$ cat src/rtl/rca_seq_adder_64_if.sv
// rtl/rca_seq_adder_64_if.sv - operand/result handshake bundle for the sequential 64-bit adder
interface rca_seq_adder_64_if;
    logic        in_valid;
    logic        in_ready;
    logic [63:0] a;
    logic [63:0] b;
    logic        cin;
    logic        sub;
    logic        out_valid;
    logic        out_ready;
    logic [63:0] sum;
    logic        cout;
    logic        ovf;

    modport master (
        output in_valid, a, b, cin, sub, out_ready,
        input  in_ready, out_valid, sum, cout, ovf
    );

    modport slave (
        input  in_valid, a, b, cin, sub, out_ready,
        output in_ready, out_valid, sum, cout, ovf
    );
endinterface

$ cat src/rtl/rca_seq_adder_64.sv
// rtl/rca_seq_adder_64.sv - 64-bit add/sub time-sharing one 16-bit ripple adder over four cycles
module rca_16bits (
    input  logic [15:0] a,
    input  logic [15:0] b,
    input  logic        cin,
    output logic [15:0] s,
    output logic        cout
);
    logic [16:0] c;

    assign c[0] = cin;
    for (genvar i = 0; i < 16; i++) begin : g_bit
        assign s[i]   = a[i] ^ b[i] ^ c[i];
        assign c[i+1] = (a[i] & b[i]) | (c[i] & (a[i] ^ b[i]));
    end
    assign cout = c[16];
endmodule

module rca_seq_adder_64 (
    input  logic                clk,
    input  logic                rst_n,
    rca_seq_adder_64_if.slave   bus
);
    typedef enum logic [1:0] {
        IDLE = 2'd0,
        RUN  = 2'd1,
        DONE = 2'd2
    } state_t;

    state_t      state_q, state_d;
    logic [1:0]  slice_cnt_q, slice_cnt_d;
    logic        carry_q, carry_d;
    logic [63:0] a_q, a_d;
    logic [63:0] b_q, b_d;
    logic        c0_q, c0_d;
    logic [63:0] sum_q, sum_d;
    logic        cout_q, cout_d;
    logic        ovf_q, ovf_d;

    logic [15:0] slice_a, slice_b, slice_s;
    logic        slice_cin, slice_cout;

    // b is stored already inverted for subtraction so the datapath only ever adds
    always_comb begin
        slice_a   = a_q[{slice_cnt_q, 4'b0000} +: 16];
        slice_b   = b_q[{slice_cnt_q, 4'b0000} +: 16];
        slice_cin = (slice_cnt_q == 2'd0) ? c0_q : carry_q;
    end

    rca_16bits u_rca (
        .a    (slice_a),
        .b    (slice_b),
        .cin  (slice_cin),
        .s    (slice_s),
        .cout (slice_cout)
    );

    always_comb begin
        state_d     = state_q;
        slice_cnt_d = slice_cnt_q;
        carry_d     = carry_q;
        a_d         = a_q;
        b_d         = b_q;
        c0_d        = c0_q;
        sum_d       = sum_q;
        cout_d      = cout_q;
        ovf_d       = ovf_q;

        case (state_q)
            IDLE: begin
                if (bus.in_valid) begin
                    a_d         = bus.a;
                    b_d         = bus.sub ? ~bus.b : bus.b;
                    c0_d        = bus.sub | bus.cin;
                    slice_cnt_d = 2'd0;
                    state_d     = RUN;
                end
            end
            RUN: begin
                sum_d[{slice_cnt_q, 4'b0000} +: 16] = slice_s;
                carry_d = slice_cout;
                if (slice_cnt_q == 2'd3) begin
                    cout_d      = slice_cout;
                    // carry into bit 63 recovered from the sum bit, xor carry out of it
                    ovf_d       = a_q[63] ^ b_q[63] ^ slice_s[15] ^ slice_cout;
                    slice_cnt_d = 2'd0;
                    state_d     = DONE;
                end else begin
                    slice_cnt_d = slice_cnt_q + 2'd1;
                end
            end
            DONE: begin
                if (bus.out_ready) begin
                    state_d = IDLE;
                end
            end
            default: begin
                state_d = IDLE;
            end
        endcase
    end

    always_ff @(posedge clk or negedge rst_n) begin
        if (!rst_n) begin
            state_q     <= IDLE;
            slice_cnt_q <= 2'd0;
            carry_q     <= 1'b0;
            a_q         <= 64'd0;
            b_q         <= 64'd0;
            c0_q        <= 1'b0;
            sum_q       <= 64'd0;
            cout_q      <= 1'b0;
            ovf_q       <= 1'b0;
        end else begin
            state_q     <= state_d;
            slice_cnt_q <= slice_cnt_d;
            carry_q     <= carry_d;
            a_q         <= a_d;
            b_q         <= b_d;
            c0_q        <= c0_d;
            sum_q       <= sum_d;
            cout_q      <= cout_d;
            ovf_q       <= ovf_d;
        end
    end

    assign bus.in_ready  = (state_q == IDLE);
    assign bus.out_valid = (state_q == DONE);
    assign bus.sum       = sum_q;
    assign bus.cout      = cout_q;
    assign bus.ovf       = ovf_q;
endmodule
$ cat src/flat_wrapper.sv
// flat-port wrapper written by rule: the top's interface ports become plain ports
module rca_seq_adder_64_flat 
  (clk, rst_n, bus_in_valid, bus_a, bus_b, bus_cin, bus_sub, bus_out_ready, bus_in_ready, bus_out_valid, bus_sum, bus_cout, bus_ovf);
  rca_seq_adder_64_if bus_i ();
  input  logic clk;
  input  logic rst_n;
  input wire logic [$bits(bus_i.in_valid)-1:0] bus_in_valid;
  input wire logic [$bits(bus_i.a)-1:0] bus_a;
  input wire logic [$bits(bus_i.b)-1:0] bus_b;
  input wire logic [$bits(bus_i.cin)-1:0] bus_cin;
  input wire logic [$bits(bus_i.sub)-1:0] bus_sub;
  input wire logic [$bits(bus_i.out_ready)-1:0] bus_out_ready;
  output wire logic [$bits(bus_i.in_ready)-1:0] bus_in_ready;
  output wire logic [$bits(bus_i.out_valid)-1:0] bus_out_valid;
  output wire logic [$bits(bus_i.sum)-1:0] bus_sum;
  output wire logic [$bits(bus_i.cout)-1:0] bus_cout;
  output wire logic [$bits(bus_i.ovf)-1:0] bus_ovf;
  assign bus_i.in_valid = bus_in_valid;
  assign bus_i.a = bus_a;
  assign bus_i.b = bus_b;
  assign bus_i.cin = bus_cin;
  assign bus_i.sub = bus_sub;
  assign bus_i.out_ready = bus_out_ready;
  assign bus_in_ready = bus_i.in_ready;
  assign bus_out_valid = bus_i.out_valid;
  assign bus_sum = bus_i.sum;
  assign bus_cout = bus_i.cout;
  assign bus_ovf = bus_i.ovf;
  rca_seq_adder_64 u_core (.clk(clk), .rst_n(rst_n), .bus(bus_i));
endmodule
$ cat config.mk
export PLATFORM = sky130hd
export DESIGN_NAME = rca_seq_adder_64_flat
export DESIGN_NICKNAME = d
export VERILOG_FILES = /design/src/rtl/rca_seq_adder_64_if.sv /design/src/rtl/rca_seq_adder_64.sv /design/src/flat_wrapper.sv
export SDC_FILE = /design/constraint.sdc
export NUM_CORES = 1
export LEC_CHECK = 0
export ABC_AREA = 1
export CELL_PAD_IN_SITES_DETAIL_PLACEMENT = 0
export CELL_PAD_IN_SITES_GLOBAL_PLACEMENT = 2
export CORE_MARGIN = 2
export CORE_UTILIZATION = 30
export DETAILED_ROUTE_END_ITERATION = 12
export PLACE_DENSITY = 0.77
export SLEW_MARGIN = 0
export SYNTH_ARGS = -nofsm -noshare
export SYNTH_HDL_FRONTEND = slang
export SYNTH_SLANG_ARGS = --single-unit
$ cat constraint.sdc
create_clock -name clk -period 10.5 [get_ports clk]
set_input_delay 3.15 -clock clk [delete_from_list [all_inputs] [get_ports clk]]
set_output_delay 3.15 -clock clk [all_outputs]
set_load 0.03 [all_outputs]
==> results of run 1 <==
-- through the flow --
stage	hold WS, ps	utilization (%)	instances
4_1_cts	482	38.9	1776
3_5_place_dp	462	37.1	1744
2_1_floorplan	444	-	1169
3_3_place_gp	461	37.1	1744
6_report	479	38.9	1776
5_1_grt	504	38.9	1776
-- layer usage --
metal  global-route usage, %  vias to the layer above  share of wire (%)
met5                       0                        -                  0
met1                    26.9                     3892                 49
li1                        -                     4026                  -
met2                    29.2                      189                 46
met4                    2.57                        0               0.47
met3                    3.02                        9                4.7
-- cell usage after synthesis (all sizes together), types with 12 or more instances --
library cell  number
nor2              39
nand3             90
dfrtp            200
inv               34
buf               54
nor3              12
nand2            471
o22ai             12
fa                16
clkbuf            23
o21ai            146
xnor2             64
-- flip-flops by register name (all words and copies together) (netlist names) --
signal and cells:
u_core.a_q 64, u_core.b_q 64, u_core.bus.cout 1, u_core.bus.ovf 1, u_core.bus.sum 64, u_core.c0_q 1
u_core.carry_q 1, u_core.slice_cnt_q 2, u_core.state_q 2
-- cell families (layout without fill, tap and decap cells) --
family | count (synthesis) | count (layout)
flops | 200 | 200
buf+inv | 111 | 276
xor+xnor | 64 | 64
fa+ha+maj | 22 | 22
compound gates | 160 | 160
simple gates | 612 | 612
-- worst max path at each step --
| stage | from | end | slack, ps | cells after the start |
|---|---|---|---|---|
| after global placement | u_core.slice_cnt_q[0] | u_core.bus.ovf | 2840 | 30 |
| after global routing | u_core.slice_cnt_q[0] | u_core.bus.ovf | 2040 | 30 |
| after CTS | u_core.slice_cnt_q[0] | u_core.bus.ovf | 2640 | 30 |
| after detailed placement | u_core.slice_cnt_q[0] | u_core.bus.ovf | 2670 | 30 |
| after floorplan | u_core.slice_cnt_q[1] | u_core.bus.ovf | 2900 | 32 |
| final | u_core.slice_cnt_q[0] | u_core.bus.ovf | 2650 | 30 |
-- critical path: cells and delay by family (launching register included) --
| kind | cells | cell delay [ps] |
|---|---|---|
| adder cells (fa/ha/maj) | 17 | 6000 |
| AND/OR/NAND/NOR | 5 | 350 |
| buffers and inverters | 7 | 750 |
| flip-flops | 1 | 410 |
| AO/OA/AOI/OAI | 1 | 200 |
-- area by class of cell --
class                           instances  area, sq um  share of cell area (%)
Inverter                               34          128                    1.01
Clock buffer                           18          439                    3.49
Tap cell                              442          553                    4.39
Timing Repair Buffer                  210         2080                    16.5
Sequential cell                       200         5010                    39.7
Multi-Input combinational cell        858         4250                    33.7
Clock inverter                         14          140                    1.11
-- power by group --
part / leakage [nW] / switching [W] / internal, W / total, W
combinational: 2.99 / 0.00162 / 0.000819 / 0.00244
clock: 0.279 / 0.000318 / 0.000341 / 0.000660
sequential: 2.56 / 0.000220 / 0.00111 / 0.00133
==> flow_summary.yaml, run 1 <==
cells_and_area:
  final_common_cell: "nand2_1"
  fillCellCount: 3439
  final_cell_mix: "nand2_1, clkdlybuf4s50_1, dfrtp_1"
  layout.nets: 1477
  drive_gt1_share_pct: 4.20
  diodes: 0
  post-route-cell-area_sq_um: 12600
  syn2layout_area_growth_pct: 28.6
logic_synthesis:
  syn_area_sq_um: 9790
  async_reset_ff_share_pct: 100
  ys_types: 26
  syn_area_per_cell_sq_um: 8.38
  yosys.area.top_type: "dfrtp_1"
  synth_ff_type: "dfrtp_1"
  synth_compound_gate_area_share_pct: 8.36
  netlist.area_leader.share_pct: 51.1
  synth_seq_area_share_pct: 51.1
  synth_top_family_by_area: "simple AND/OR/NAND/NOR gates"
  synth_fp_nets: 1325
  yosys.area_share.simple_pct: 25.2
  synth.area.top_cells: "dfrtp_1, nand2_1, o21ai_0"
  yosysWarnings: 0
  yosys.area_share.xor_xnor_pct: 5.72
  synth_seq_cells: 200
  syn_inst: 1169
  muxShareOfSynthArea_pct: 0
  synth_edf_count: 0
  yosys.area_share.adder_pct: 4.04
global_routing:
  grt_max_degree: 92
  grt_overflow_total: 0
  grt_pass1_wl_um: 47500
  antenna_found_initial: 0
  grt_use_total_pct: 18.4
  grt_pass1_vias: 8110
cts:
  clk_pin_slew_ps: 70
  cts_tree: "yes"
  clk-insertion-delay-late_ps: 430
  post_cts_buffers: 0
  cts.sinks: 200
  cts_root_buf: "clkbuf_16"
  cts-htree-levels: 4
  post_cts_resized: 0
  cts_inserted_buffers: 17
  cts_hold_buffers: 0
  clock_tree.buffer_depth: 2
timing:
  fin_setup_tns_ps: 0
  max_slew.worst_pin.slew_ps: 1070
  hold_viol: 0
  setup_ws_ps: 2650
  rsz0062_at_grt: "false"
  report.final.slew_viol_count: 0
  max_slew_margin_pct: 28.3
  fin_crit_ps: 7850
  finalSetupViolations: 0
  max_freq_mhz: 127
  clock_skew_ps: 12.0
  post-route-period-util_pct: 74.8
setup_path:
  cpMostUsedCell: "fa_1"
  reg2regPathDepth: 30
  r2r_slack_ps: 2650
  slowest_stage: "ha_1"
  worstPathArrival_ps: 8170
  cp_max_fo: 29
  startpoint_type: "flip-flop"
  r2r-end: "u_core.bus.ovf"
  r2r-start: "u_core.slice_cnt_q[0]"
  crit_path_end_kind: "flip-flop"
  crit_type: "flip-flop to flip-flop"
  required_ps: 10820
  slowest_delay_ps: 540
power:
  peakVddDrop_v: 0.000178
  p_leak_nw: 5.84
  power_w: 0.00442
  power_density_nw_per_um2: 351
job:
  drv_cap: 0
detailed_routing:
  routed_wl_um: 30500
  postRouteAntennaNets: 0
  vias_per_cell: 4.57
  drt_iter0_drc: 600
  vias: 8116
  drc: 0
  drt_pass1_iterations: 5
  post_drt_wl_per_cell_um: 17.2
floorplanning:
  fp-row-count: 66
  die_h_um: 185
  start_util_pct: 30.2
  coreArea_sq_um: 32400
  fp.dieW_um: 185
  ioPinCount: 202
  die_area_sq_um: 34100
placed_design:
  dpl_cell_area_sq_um: 12000
  routabilityCongestion: 0.795
  port_buffers: 201
  hpwl_um: 22100
  pre_cts_ws_ps: 2670
run_status:
  outcome: "completed"
hold_path:
  min_to: "u_core.a_q[20]"
  worstHoldStart: "u_core.a_q[20]"
  hold_depth: 2
  hp-class: "flip-flop to flip-flop"
No activity file was read; power rests on OpenSTA's default activity.
==> run 2: changes to the inputs <==
==> constraint.sdc (replaced) <==
create_clock -name clk -period 7.5 [get_ports clk]
set_input_delay 2.25 -clock clk [delete_from_list [all_inputs] [get_ports clk]]
set_output_delay 2.25 -clock clk [all_outputs]
set_load 0.03 [all_outputs]
==> flow_summary.yaml, run 2 (same netlist as run 1, synthesis figures left out) <==
run_status:
  outcome: "completed"
cts:
  clock_tree.buffer_depth: 2
  clk-insertion-delay-late_ps: 440
  cts_root_buf: "clkbuf_16"
  clk_pin_slew_ps: 80
  cts.sinks: 200
  cts_hold_buffers: 0
  cts-htree-levels: 4
  cts_inserted_buffers: 17
  cts_tree: "yes"
timing:
  fin_crit_ps: 7120
  finalSetupViolations: 0
  setup_ws_ps: 376
  report.final.slew_viol_count: 0
  rsz0062_at_grt: "false"
  hold_ws_ps: 485
  fin_setup_tns_ps: 0
  hold_viol: 0
  clock_skew_ps: 16.5
  max_slew_margin_pct: 31.3
  max_slew.worst_pin.slew_ps: 1030
  post-route-period-util_pct: 95.0
  max_freq_mhz: 140
power:
  power_density_nw_per_um2: 499
  p_leak_nw: 5.87
  peakVddDrop_v: 0.000359
  power_w: 0.00632
floorplanning:
  die_area_sq_um: 34100
  start_util_pct: 30.2
  fp-row-count: 66
  fp.dieW_um: 185
  ioPinCount: 202
  die_h_um: 185
  coreArea_sq_um: 32400
cells_and_area:
  final_common_cell: "nand2_1"
  layout.nets: 1483
  final_cell_mix: "nand2_1, clkdlybuf4s50_1, dfrtp_1"
  fillCellCount: 3371
  syn2layout_area_growth_pct: 29.4
  diodes: 0
  drive_gt1_share_pct: 4.78
detailed_routing:
  routed.top_layer: "met4"
  wl_met1_um: 14800
  wl_met3_um: 1600
  vias_per_cell: 4.61
  vias: 8219
  met2_wirelength_um: 14300
  drt_iter0_drc: 550
  postRouteAntennaNets: 0
  drc: 0
  drt_pass1_iterations: 5
  post_drt_wl_per_cell_um: 17.5
  routed_wl_um: 31200
hold_path:
  hp-class: "flip-flop to flip-flop"
global_routing:
  antenna_found_initial: 0
  grt_use_total_pct: 18.6
  grt_max_degree: 114
  grt_pass1_wl_um: 48000
  grt_overflow_total: 0
  grt_pass1_vias: 8196
placed_design:
  port_buffers: 201
  hpwl_um: 22700
  pre_cts_ws_ps: 303
  routabilityCongestion: 0.769
setup_path:
  slowest_delay_ps: 480
  cpMostUsedCell: "fa_1"
  required_ps: 7830
  startpoint_type: "flip-flop"
  crit_path_end_kind: "flip-flop"
  slowest_stage: "fa_2"
  cp_max_fo: 8
  crit_type: "flip-flop to flip-flop"
  worstPathArrival_ps: 7450
job:
  drv_cap: 0
-- run 2: changes by cell type in the layout (fill, tap and decap cells not counted), moves of 2 or more --
cell / previous run / this run
buf_4: 10 / 14
fa_1: 16 / 14
clkinv_8: 0 / 2
fa_2: 0 / 2
-- run 2: final cells by class --
class | count | area (sq um) | area share [%]
Clock buffer | 18 | 439 | 3.46
Sequential cell | 200 | 5010 | 39.5
Clock inverter | 14 | 135 | 1.07
Inverter | 34 | 130 | 1.03
Multi-Input combinational cell | 858 | 4260 | 33.6
Tap cell | 442 | 553 | 4.36
Timing Repair Buffer | 216 | 2160 | 17.0
-- run 2: path summary, 6_finish.rpt --
kind                                            start                  to  slack, ps  cells after the start
worst max-delay path            u_core.slice_cnt_q[0]      u_core.bus.ovf        380                     31
worst min-delay path               u_core.bus.sum[53]  u_core.bus.sum[53]        480                      2
worst max register to register  u_core.slice_cnt_q[0]      u_core.bus.ovf        380                     31
worst min register to register     u_core.bus.sum[53]  u_core.bus.sum[53]        480                      2
max in group asynchronous                       rst_n      u_core.b_q[59]       4280                      2
min in group asynchronous                       rst_n  u_core.bus.sum[52]       1880                      1
-- run 2: metal layers --
metal / global-route usage (%) / vias to the layer above
li1: - / 4041
met1: 26.7 / 3901
met2: 29.2 / 249
met3: 2.98 / 28
met4: 4.89 / 0
met5: 0 / -
-- run 2: what timing repair did --
item                       4_1_cts  5_1_grt
setup endpoints to repair        0        3
gates resized for setup          0        4
buffers inserted                 0        1
-- run 2: metrics by stage --
step / util [%] / std cells / area (sq um)
after floorplan: - / 1169 / 9790
after global routing: 39.2 / 1782 / 12700
after global placement: 37.3 / 1748 / 12100
after detailed placement: 37.3 / 1748 / 12100
final: 39.2 / 1782 / 12700
after CTS: 39.0 / 1780 / 12600
-- run 2: worst max-delay path, delay by kind of cell, from the launching register on --
family	cells	cell delay [ps]
AOI/OAI and AO/OA	1	90
buffers and inverters	7	450
DFF	1	420
and+or+nand+nor	6	430
adders and majority gates	17	5610
-- run 2: report_power, final --
group	switching, W	internal [W]
clock	0.000464	0.000451
sequential	0.000330	0.00155
combinational	0.00233	0.00120
==> run 3: changes to the inputs <==
==> constraint.sdc (replaced) <==
create_clock -name clk -period 7.5 [get_ports clk]
set_input_delay 1.5 -clock clk [delete_from_list [all_inputs] [get_ports clk]]
set_output_delay 1.5 -clock clk [all_outputs]
set_load 0.03 [all_outputs]
==> flow_summary.yaml, run 3 (same netlist as run 1, synthesis figures left out) <==
hold_path:
  worstHoldStart: "u_core.bus.sum[58]"
  min_to: "u_core.bus.sum[58]"
  hold_depth: 2
  hp-class: "flip-flop to flip-flop"
setup_path:
  r2r-end: "u_core.bus.ovf"
  required_ps: 7820
  crit_type: "flip-flop to flip-flop"
  crit_family: "adder cells"
  slowest_stage: "fa_2"
  reg2regPathDepth: 31
  worstPathArrival_ps: 7420
  cp.buffers_inverters: 7
  r2r-start: "u_core.slice_cnt_q[0]"
  slowest_delay_ps: 480
  startpoint_type: "flip-flop"
  r2r_slack_ps: 400
  cp_max_fo: 8
  crit_path_end_kind: "flip-flop"
  cpMostUsedCell: "fa_1"
global_routing:
  grt_pass1_vias: 8293
  antenna_found_initial: 0
  grt_max_degree: 98
  grt_overflow_total: 0
  grt_pass1_wl_um: 48100
  grt_use_total_pct: 18.6
cts:
  cts_root_buf: "clkbuf_16"
  clock_tree.buffer_depth: 2
  cts_tree: "yes"
  cts_inserted_buffers: 17
  clk_pin_slew_ps: 80
  clk-insertion-delay-late_ps: 440
  cts.sinks: 200
  cts-htree-levels: 4
detailed_routing:
  vias: 8194
  post_drt_wl_per_cell_um: 17.3
  vias_per_cell: 4.60
  drt_pass1_iterations: 5
  drt_iter0_drc: 563
  postRouteAntennaNets: 0
  routed_wl_um: 30900
  drc: 0
power:
  p_leak_nw: 5.87
  peakVddDrop_v: 0.000358
  power_density_nw_per_um2: 498
floorplanning:
  ioPinCount: 202
  die_area_sq_um: 34100
  fp.dieW_um: 185
  fp-row-count: 66
  start_util_pct: 30.2
  die_h_um: 185
  coreArea_sq_um: 32400
cells_and_area:
  final_common_cell: "nand2_1"
  diodes: 0
  layout.nets: 1483
  syn2layout_area_growth_pct: 29.4
  final_cell_mix: "nand2_1, clkdlybuf4s50_1, dfrtp_1"
  drive_gt1_share_pct: 4.78
run_status:
  outcome: "completed"
timing:
  finalSetupViolations: 0
  max_slew_margin_pct: 28.0
  fin_setup_tns_ps: 0
  hold_viol: 0
  rsz0062_at_grt: "false"
  max_slew.worst_pin.slew_ps: 1080
  clock_skew_ps: 14.4
  report.final.slew_viol_count: 0
  fin_crit_ps: 7100
  hold_ws_ps: 484
  max_freq_mhz: 141
  post-route-period-util_pct: 94.6
job:
  drv_cap: 0
placed_design:
  hpwl_um: 22300
  routabilityCongestion: 0.773
  port_buffers: 201
==> run 3: cell count changes in the layout (fill, tap and decap cells not counted), sizes merged <==
cell / change
clkinv: +1
clkinvlp: -1
==> run 3: how the worst max path moves through the flow <==
stage	start	endpoint	slack, ps	cells past startpoint
global route	u_core.slice_cnt_q[0]	u_core.bus.ovf	30	31
global placement	u_core.slice_cnt_q[0]	u_core.bus.ovf	400	31
detailed placement	u_core.slice_cnt_q[0]	u_core.bus.ovf	280	31
CTS	u_core.slice_cnt_q[0]	u_core.bus.ovf	260	31
finish	u_core.slice_cnt_q[0]	u_core.bus.ovf	400	31
floorplan	u_core.slice_cnt_q[0]	u_core.bus.ovf	60	33
==> run 3: per-layer routing <==
layer / GRT usage (%) / part of all wire [%]
met4: 4.29 / 1.5
met5: 0 / 0
met2: 28.8 / 45
met3: 3.79 / 5.0
met1: 26.6 / 48
==> run 3: what timing repair did <==
item | in CTS | in global routing
endpoints found under the hold margin | 0 | 0
setup endpoints to repair | 0 | 3
gates resized for setup | 0 | 4
buffers inserted | 0 | 1
hold buffers | 0 | 0
==> run 3: power by group <==
part           internal [W]  switching [W]
clock network      0.000443       0.000465
logic               0.00121        0.00233
registers           0.00155       0.000323
total               0.00320        0.00311
==> run 3: layout make-up <==
cell class,instances,area [sq um]
fillers,3380,19700
flip-flops and latches,200,5010
inverters,34,128
clock inverters,14,139
repair buffers,216,2160
clock buffers,18,429
multi-input cells,858,4260
well taps,442,553
==> run 3: per-stage QoR <==
step	power (W)	cell area (sq um)	utilization [%]	instances	setup WS, ps
2_1_floorplan	0.00398	9790	-	1169	57.5
3_3_place_gp	0.00536	12100	37.3	1748	401
3_5_place_dp	0.00539	12100	37.3	1748	282
4_1_cts	0.00631	12600	39.0	1780	265
5_1_grt	0.00684	12700	39.1	1782	32.6
6_report	0.00631	12700	39.1	1782	401
==> run 3: worst reg2reg max path, delay by kind of cell (launching register included) <==
| kind | cells | cell delay (ps) |
|---|---|---|
| AOI/OAI and AO/OA | 1 | 100 |
| adders and majority gates | 17 | 5590 |
| buffers and inverters | 7 | 550 |
| DFF | 1 | 410 |
| and+or+nand+nor | 6 | 360 |
